### src/rtl/mem_arbiter.sv
// mem_arbiter: shares one Memory command port among NUM_PORTS requesters.
// Round-robin or fixed-priority grant; registered per-port read response.
module mem_arbiter #(
    parameter int NUM_PORTS  = 2,
    parameter int ADDR_WIDTH = 32,
    parameter int DATA_WIDTH = 32,
    parameter int ARB_MODE   = 0
) (
    input  logic                            clk,
    input  logic                            rst_n,
    input  logic [NUM_PORTS-1:0]            req_valid,
    output logic [NUM_PORTS-1:0]            req_ready,
    input  logic [NUM_PORTS-1:0]            req_write,
    input  logic [NUM_PORTS*ADDR_WIDTH-1:0] req_addr,
    input  logic [NUM_PORTS*DATA_WIDTH-1:0] req_wdata,
    input  logic [NUM_PORTS*DATA_WIDTH-1:0] req_wmask,
    output logic [NUM_PORTS-1:0]            resp_valid,
    output logic [NUM_PORTS*DATA_WIDTH-1:0] resp_rdata,
    output logic                            mem_cmd_start,
    output logic                            mem_cmd_write,
    output logic [ADDR_WIDTH-1:0]           mem_addr,
    output logic [DATA_WIDTH-1:0]           mem_wdata,
    output logic [DATA_WIDTH-1:0]           mem_wmask,
    input  logic                            mem_cmd_ready,
    input  logic [DATA_WIDTH-1:0]           mem_rdata,
    input  logic                            mem_rdata_valid
);

    localparam int PW = (NUM_PORTS > 1) ? $clog2(NUM_PORTS) : 1;

    typedef enum logic [1:0] {
        IDLE,
        ISSUE,
        WAIT_READ
    } state_t;

    state_t                r_state;
    state_t                w_next;
    logic [PW-1:0]         r_rr_ptr;
    logic [PW-1:0]         r_gnt;
    logic                  r_write;
    logic [ADDR_WIDTH-1:0] r_addr;
    logic [DATA_WIDTH-1:0] r_wdata;
    logic [DATA_WIDTH-1:0] r_wmask;
    logic [NUM_PORTS-1:0]  r_resp_valid;
    logic [DATA_WIDTH-1:0] r_rdata [NUM_PORTS];

    logic [ADDR_WIDTH-1:0] w_addr  [NUM_PORTS];
    logic [DATA_WIDTH-1:0] w_wdata [NUM_PORTS];
    logic [DATA_WIDTH-1:0] w_wmask [NUM_PORTS];
    logic [PW-1:0]         w_gnt;
    logic [PW-1:0]         w_idx;
    logic                  w_found;
    logic                  w_any;
    logic                  w_accept;
    logic                  w_start;

    for (genvar g = 0; g < NUM_PORTS; g++) begin : g_port
        assign w_addr[g]  = req_addr[g*ADDR_WIDTH +: ADDR_WIDTH];
        assign w_wdata[g] = req_wdata[g*DATA_WIDTH +: DATA_WIDTH];
        assign w_wmask[g] = req_wmask[g*DATA_WIDTH +: DATA_WIDTH];
        assign resp_rdata[g*DATA_WIDTH +: DATA_WIDTH] = r_rdata[g];
    end

    assign w_any      = |req_valid;
    assign w_accept   = (r_state == IDLE) && w_any;
    assign resp_valid = r_resp_valid;

    // Scan starts at rr_ptr (round-robin) or at port 0 (fixed priority).
    always_comb begin
        w_gnt   = '0;
        w_idx   = '0;
        w_found = 1'b0;
        for (int k = 0; k < NUM_PORTS; k++) begin
            if (ARB_MODE == 0) begin
                w_idx = PW'((int'(r_rr_ptr) + k) % NUM_PORTS);
            end else begin
                w_idx = PW'(k);
            end
            if (!w_found && req_valid[w_idx]) begin
                w_found = 1'b1;
                w_gnt   = w_idx;
            end
        end
    end

    always_comb begin
        w_next        = r_state;
        req_ready     = '0;
        w_start       = 1'b0;
        mem_cmd_write = 1'b0;
        mem_addr      = '1;
        mem_wdata     = '1;
        mem_wmask     = '1;
        unique case (r_state)
            IDLE: begin
                if (w_any) begin
                    req_ready[w_gnt] = 1'b1;
                    if (mem_cmd_ready) begin
                        w_start       = 1'b1;
                        mem_cmd_write = req_write[w_gnt];
                        mem_addr      = w_addr[w_gnt];
                        mem_wdata     = w_wdata[w_gnt];
                        mem_wmask     = w_wmask[w_gnt];
                        w_next = req_write[w_gnt] ? IDLE : WAIT_READ;
                    end else begin
                        w_next = ISSUE;
                    end
                end
            end
            ISSUE: begin
                w_start       = mem_cmd_ready;
                mem_cmd_write = r_write;
                mem_addr      = r_addr;
                mem_wdata     = r_wdata;
                mem_wmask     = r_wmask;
                if (mem_cmd_ready) begin
                    w_next = r_write ? IDLE : WAIT_READ;
                end
            end
            WAIT_READ: begin
                if (mem_rdata_valid) begin
                    w_next = IDLE;
                end
            end
            default: w_next = IDLE;
        endcase
    end

    // Never start a command while reset is held, even from IDLE.
    assign mem_cmd_start = w_start & rst_n;

    always_ff @(posedge clk or negedge rst_n) begin
        if (!rst_n) begin
            r_state      <= IDLE;
            r_rr_ptr     <= '0;
            r_gnt        <= '0;
            r_write      <= 1'b0;
            r_addr       <= '0;
            r_wdata      <= '0;
            r_wmask      <= '0;
            r_resp_valid <= '0;
            for (int i = 0; i < NUM_PORTS; i++) begin
                r_rdata[i] <= '1;
            end
        end else begin
            r_state      <= w_next;
            r_resp_valid <= '0;
            if (w_accept) begin
                r_gnt   <= w_gnt;
                r_write <= req_write[w_gnt];
                r_addr  <= w_addr[w_gnt];
                r_wdata <= w_wdata[w_gnt];
                r_wmask <= w_wmask[w_gnt];
                if (ARB_MODE == 0) begin
                    if (w_gnt == PW'(NUM_PORTS - 1)) begin
                        r_rr_ptr <= '0;
                    end else begin
                        r_rr_ptr <= w_gnt + PW'(1);
                    end
                end
            end
            if (r_state == WAIT_READ && mem_rdata_valid) begin
                r_resp_valid[r_gnt] <= 1'b1;
                r_rdata[r_gnt]      <= mem_rdata;
            end
        end
    end

endmodule

### config.mk
export PLATFORM = sky130hd
export DESIGN_NAME = mem_arbiter
export DESIGN_NICKNAME = d
export VERILOG_FILES = /design/src/rtl/mem_arbiter.sv
export SDC_FILE = /design/constraint.sdc
export NUM_CORES = 1
export LEC_CHECK = 0
export ABC_AREA = 1
export CAP_MARGIN = 20
export CELL_PAD_IN_SITES_DETAIL_PLACEMENT = 1
export CELL_PAD_IN_SITES_GLOBAL_PLACEMENT = 1
export CORE_MARGIN = 4
export CORE_UTILIZATION = 29
export CTS_CLUSTER_DIAMETER = 200
export DETAILED_ROUTE_END_ITERATION = 7
export GPL_TIMING_DRIVEN = 0
export PLACE_DENSITY = 0.94
export SLEW_MARGIN = 0
export SYNTH_ARGS = -nofsm -noshare
export SYNTH_HDL_FRONTEND = slang
export SYNTH_SLANG_ARGS = --single-unit
export TNS_END_PERCENT = 100
### constraint.sdc
create_clock -name clk -period 2.04 [get_ports clk]
set_input_delay 0.408 -clock clk [delete_from_list [all_inputs] [get_ports clk]]
set_output_delay 0.408 -clock clk [all_outputs]
set_load 0.02 [all_outputs]
==> reports/qor.txt, run 1 <==
Final core utilization -> 0.557
Via count -> 10300
Sequential-to-total area share from yosys stat -> 0.506
# clock sinks -> 167
Layout cells sized above 1 -> 0.332
Run status -> complete, but fails checks
WL final -> 48300 um
# setup viols final -> 100
Slew headroom -> 0.474
Clk slew on worst S/H paths -> 0.07 ns
Worst min-delay path class -> in -> async
Synth top area share -> 0.306
Async SR Flop Fraction -> 1.00
Die Area -> 31800 sq um
Post-Syn Instances -> 1125
Worst-Margin Slew -> 0.789 ns
Setup crit end kind -> output port
Syn_area_per_cell -> 7.49 sq um
Vias in the first global route -> 10900
Setup ws final -> -0.390 ns
Hold Fails Final Rpt -> 0
Post-synth EDFFs -> 0
Avg WL per Cell -> 24.2 um
Worst skew pair latency -> 0.43 ns
MaxCap Viol Count -> 0
Peak supply drop -> 0.638 mV
Grt ovf -> 0
Synth area leaders -> dfrtp_1 31%, dfstp_2 20%, nand2_1 12%
Crit path time final -> 2.43 ns
Max Freq -> 0.412 GHz
GPL Wtd Cong -> 0.880
Register-to-Register Path Depth -> 8
Chip height -> 178 um
H-tree depth -> 4
Via density -> 5.17
DRT iter0 DRCs -> 480
Pre-antenna DRT Iters -> 6
Antenna violations before repair -> 0
CP required -> 1.63 ns
Die W -> 178 um
Initial Util -> 0.293
Slew Limit Fails -> 0
Hpwl dp -> 31200 um
Site Rows -> 62
Total number of yosys warnings -> 0
Clock Skews -> 0.0136 ns
Final period util -> 1.19
Synth top cells by count -> 267 x nand2_1, 168 x o21ai_0, 143 x inv_1
Input/output buffers -> 397
Crit path kind -> reg -> out
Num CTS Buffers -> 17
Diodes inserted -> 0
Cell taking the most area after synthesis -> dfrtp_1
Post-Syn Nets -> 1357
CP max FO -> 10
Area delta synth->final -> 89.8%
Largest net degree at the start of global routing -> 91
Power density over the cells -> 1490 nW/um^2
Placement Setup Slack -> -1.51 ns
Critical path arrival -> 2.02 ns
RSZ-0062 raised after global routing -> yes
Post-route antenna net violation count -> 0
WHS -> 0.0268 ns
FILL cells -> 3226
Longest Clk Path Bufs -> 2
Synthesis-stage register bit count -> 167
Worst setup path start -> r_state[0]
CTS tree -> done
Overall Global Routing Usage -> 0.255
Failing checks -> negative setup slack
Synthesized cell area -> 8420 sq um
DRC -> 0
Synth Flop Type -> dfrtp_1
Lkg Pwr -> 7.38 nW
Root buf cell -> clkbuf_16
Startpoint Class -> flop
Worst r2r src -> r_state[1]
Count leader, synth -> nand2_1
Total chip power -> 23.9 mW
Synth cell types -> 21
Global-route wire length before repair -> 62000 um
Core area -> 28700 sq um
# IOs -> 398
Final nets -> 1834
placed cells by master, fill, tap and decap left out, types with 3 or more instances in the layout:
master / synthesis / final
clkdlybuf4s50_1: 0 / 279
nand2_1: 267 / 215
inv_1: 143 / 139
dfrtp_1: 103 / 103
nor2_1: 99 / 93
o21ai_0: 168 / 90
o21ai_1: 92 / 87
buf_6: 1 / 71
buf_4: 12 / 71
dfstp_2: 64 / 64
o21ai_2: 0 / 59
a21oi_2: 0 / 54
clkbuf_16: 0 / 36
nand2_2: 1 / 30
a21oi_1: 98 / 30
o21ai_4: 0 / 24
buf_12: 0 / 22
nand2_4: 0 / 21
clkbuf_1: 35 / 16
a21oi_4: 0 / 14
dlymetal6s2s_1: 0 / 11
buf_8: 0 / 10
clkbuf_2: 0 / 9
buf_2: 24 / 9
nand3_1: 7 / 6
clkbuf_4: 0 / 6
nor2_2: 1 / 6
dlygate4sd2_1: 0 / 6
inv_8: 0 / 5
inv_2: 1 / 4
buf_16: 0 / 4
inv_6: 0 / 3
through the flow:
step / setup TNS [ns] / cell area (sq um) / instances
after floorplan: 0 / 8420 / 1125
after global placement: -1089.40 / 12900 / 1906
after detailed placement: -186.47 / 12900 / 1907
after CTS: -28.64 / 14300 / 1965
after global routing: -32.43 / 16000 / 1999
final: -23.38 / 16000 / 1999
cells by family (layout without fill, tap and decap cells):
group                  count (synthesis)  in the layout  share of synthesized area
AOI/OAI and AO/OA                    361            361                      0.215
DFF                                  167            167                      0.506
buffers and inverters                220            710                      0.108
and+or+nand+nor                      377            377                      0.171
worst paths after layout:
| kind | slack, ns | endpoint |
|---|---|---|
| setup / recovery | -0.39 | mem_wdata[17] |
| hold reg to reg | 0.49 | resp_rdata[29] |
| min in group clk | 0.48 | r_state[0] |
| hold / removal | 0.03 | r_wmask[29] |
| setup reg to reg | 0.08 | resp_rdata[14] |
| max in group asynchronous | 1.12 | resp_valid[1] |
critical path, stage by stage, from the launching register on:
cell and delay [ns]:
dfrtp_1 0.41, buf_4 0.17, nand2_8 0.10, buf_12 0.14
clkbuf_2 0.23, nor2_1 0.10, a21oi_1 0.24, buf_4 0.21
report_power, final:
part / internal [mW] / total [mW] / leakage (nW) / switching (mW)
logic: 5.96 / 14.1 / 5.17 / 8.12
clock network: 1.70 / 3.31 / 0.287 / 1.60
registers: 5.38 / 6.49 / 1.92 / 1.11
total: 13.1 / 23.9 / 7.38 / 10.8
final cells by class:
cell class / count / area [sq um] / area share
multi-input combinational: 738 / 4400 / 0.275
sequential: 167 / 4260 / 0.266
clock buffer: 19 / 454 / 0.0284
timing repair buffer: 460 / 4850 / 0.304
inverter: 144 / 548 / 0.0343
tap: 384 / 480 / 0.0301
clock inverter: 13 / 131 / 0.00822
buffer: 74 / 860 / 0.0538
registers in the layout, summed over array words and instances (netlist names):
register	cells
r_wmask	32
r_rr_ptr	1
r_wdata	32
resp_rdata	64
r_write	1
r_state	2
r_gnt	1
r_addr	32
resp_valid	2
routing by layer:
layer  share of wire  vias up  wire length (um)  track usage
met5               0        -                 0            0
met4           0.049        0              2360        0.102
met3           0.079      149              3810       0.0752
met2            0.51      515             24900        0.466
met1            0.36     5144             17300        0.274
li1                -     4521                 -            -
what timing repair did:
action / 4_1_cts / 5_1_grt
pin swaps: 26 / 43
endpoints found under the setup margin: 149 / 113
gates resized for setup: 729 / 380
cloned: 6 / 12
setup buffers: 21 / 24
hold buffers: 1 / 0
endpoints found under the hold margin: 1 / 0
No activity file was read; power rests on OpenSTA's default activity.
==> inputs of run 2 (changes only) <==
Clock period 2.04 ns to 2.65 ns, I/O delays scaled along.
==> run 2 against run 1 <==
Net effect: worst setup slack improved by 0.46 ns; clock power decreased by 24%; the flow now finishes without violations; global-route usage decreased by 1.1 points; register-to-register slack improved by 0.66 ns; highest routed layer unchanged; clock skew decreased by 0.0037 ns; routed wire length decreased by 17%.
==> reports/qor.txt, run 2 (synthesized netlist as in run 1, its figures left out) <==
Peak supply drop -> 0.462 mV (-28%)
Chip height -> 178 um (unchanged)
# IOs -> 398 (unchanged)
Input/output buffers -> 397 (unchanged)
Setup crit end kind -> output port
Final nets -> 1776 (-3.2%)
Worst skew pair latency -> 0.42 ns (about the same)
Slew headroom -> 0.454 (-0.0195)
Crit path kind -> in -> out
Pre-antenna DRT Iters -> 4 (-2)
Startpoint Class -> input port
Commonest cells after routing, fill and taps aside -> 293 x clkdlybuf4s50_1, 264 x nand2_1, 139 x inv_1
Lkg Pwr -> 6.25 nW (-15%)
Worst path cell trace -> clkdlybuf4s15_1, nand2_4, nand2_8, buf_12, buf_4, nand2_1, o21ai_0, a21oi_1, clkdlybuf4s15_2
WL final -> 40000 um (-17%)
Placed Cells -> 1907 (unchanged)
Area delta synth->final -> 60.2%
Power density over the cells -> 1170 nW/um^2 (-22%)
Max Freq -> 0.388 GHz
Core area -> 28700 sq um (unchanged)
Worst path max stage delay -> 0.29 ns (-0.12 ns)
Max layer used -> met4
Longest Clk Path Bufs -> 2 (unchanged)
Worst r2r src -> r_state[0]
Post-route antenna net violation count -> 0 (unchanged)
Total length of routed met2 wires -> 20300 um (-18%)
R2r setup slk -> 0.74 ns (+0.66 ns)
Worst Path Buf+Inv -> 4 (unchanged)
Total chip power -> 15.8 mW (-34%)
Post-route setup TNS -> 0 ns (+23.38 ns)
Root buf cell -> clkbuf_16
Most common cell after layout, fill and taps aside -> clkdlybuf4s50_1
RSZ-0062 raised after global routing -> yes
Register-to-Register Path Depth -> 7 (-1)
Final period util -> 0.973
Worst-Margin Slew -> 0.819 ns (+0.0293 ns)
Num CTS Buffers -> 17 (unchanged)
RR Endpoint -> r_addr[11]
Setup ws final -> 0.0715 ns (+0.461 ns)
Clock Skews -> 0.00990 ns (-0.00370 ns)
H-tree depth -> 4 (unchanged)
Overall Global Routing Usage -> 0.244 (-0.0106)
Critical path arrival -> 2.05 ns (+0.03 ns)
Slew Limit Fails -> 0 (unchanged)
MaxCap Viol Count -> 0 (unchanged)
Avg WL per Cell -> 20.6 um (-15%)
Worst min-delay path class -> in -> async
CP max stage cell -> clkdlybuf4s15_2
CP required -> 2.12 ns (+0.49 ns)
Via count -> 9575 (-7.3%)
# clock sinks -> 167 (unchanged)
Hold Fails Final Rpt -> 0 (unchanged)
Largest net degree at the start of global routing -> 91 (unchanged)
Delay-heaviest family, CP -> buffers and inverters
Via density -> 4.93 (-4.5%)
CTS tree -> done
Antenna violations before repair -> 0 (unchanged)
CTS Hold Bufs -> 0 (-1)
Diodes inserted -> 0 (unchanged)
WL met3 -> 3330 um (-13%)
Grt ovf -> 0 (unchanged)
WHS -> 0.0863 ns (+0.0596 ns)
CP max FO -> 10 (unchanged)
GPL Wtd Cong -> 0.880 (unchanged)
Placement Setup Slack -> -1.14 ns (+0.366 ns)
Site Rows -> 62 (unchanged)
Max FFs per register -> 64 (unchanged)
Die W -> 178 um (unchanged)
Critical Path Stages -> 9 (+2)
DRC -> 0 (unchanged)
Crit path time final -> 2.58 ns
Run status -> complete, no violations
Hpwl dp -> 31200 um (unchanged)
Die Area -> 31800 sq um (unchanged)
DRT iter0 DRCs -> 373 (-22%)
Layout cells sized above 1 -> 0.183 (-0.149)
Initial Util -> 0.293 (unchanged)
Vias in the first global route -> 10600 (-3.1%)
Finished Layout Cells -> 1941 (-2.9%)
Wire length on met1 -> 15000 um (-14%)
Clk slew on worst S/H paths -> 0.08 ns (about the same)
# setup viols final -> 0 (-100%)
Global-route wire length before repair -> 59500 um (-3.9%)
run 2: cell types whose count changed in the layout (fill, tap and decap cells not counted), moves of 30 or more:
cell,delta
a21oi_1,+62
buf_6,-60
nand2_1,+49
a21oi_2,-48
buf_2,+46
buf_4,-44
o21ai_0,+43
o21ai_2,-43
nand2_2,-30
run 2: cell type report:
cell class,count,area (sq um)
tap,384,480
clock inverter,13,131
clock buffer,19,454
timing repair buffer,402,3680
multi-input combinational,738,3380
buffer,74,562
fill,3507,15200
inverter,144,541
sequential,167,4260
run 2: what timing repair did:
action,4_1_cts,5_1_grt
buffers inserted,1,2
pin swaps,5,12
gates cloned,1,0
setup endpoints to repair,100,93
resized for setup,414,121
run 2: worst max-delay path by stage:
stage	startpoint	to	slack (ns)
after floorplan	req_valid[0]	mem_cmd_write	0.45
after global placement	rst_n	r_wdata[6]	-5.82
after detailed placement	mem_cmd_ready	mem_wmask[23]	-1.14
after CTS	r_rr_ptr	mem_wmask[14]	-0.02
after global routing	r_rr_ptr	mem_wdata[20]	-0.003
final	req_valid[0]	mem_addr[22]	0.07
run 2: per-layer routing:
metal  global-route usage  up-vias
met4               0.0969        0
met5                    0        -
met2                0.439      391
met1                0.267     4703
li1                     -     4403
met3               0.0742       78
run 2: power breakdown:
part           internal (mW)  switching [mW]  total (mW)
clock                   1.31            1.21        2.52
combinational           3.12            5.21        8.33
sequential              4.14           0.768        4.91
total                   8.58            7.18        15.8
run 2: per-stage QoR:
| stage | util | cell area [sq um] |
|---|---|---|
| after floorplan | - | 8420 |
| after global placement | 0.449 | 12900 |
| after detailed placement | 0.450 | 12900 |
| after CTS | 0.471 | 13500 |
| after global routing | 0.470 | 13500 |
| final | 0.470 | 13500 |
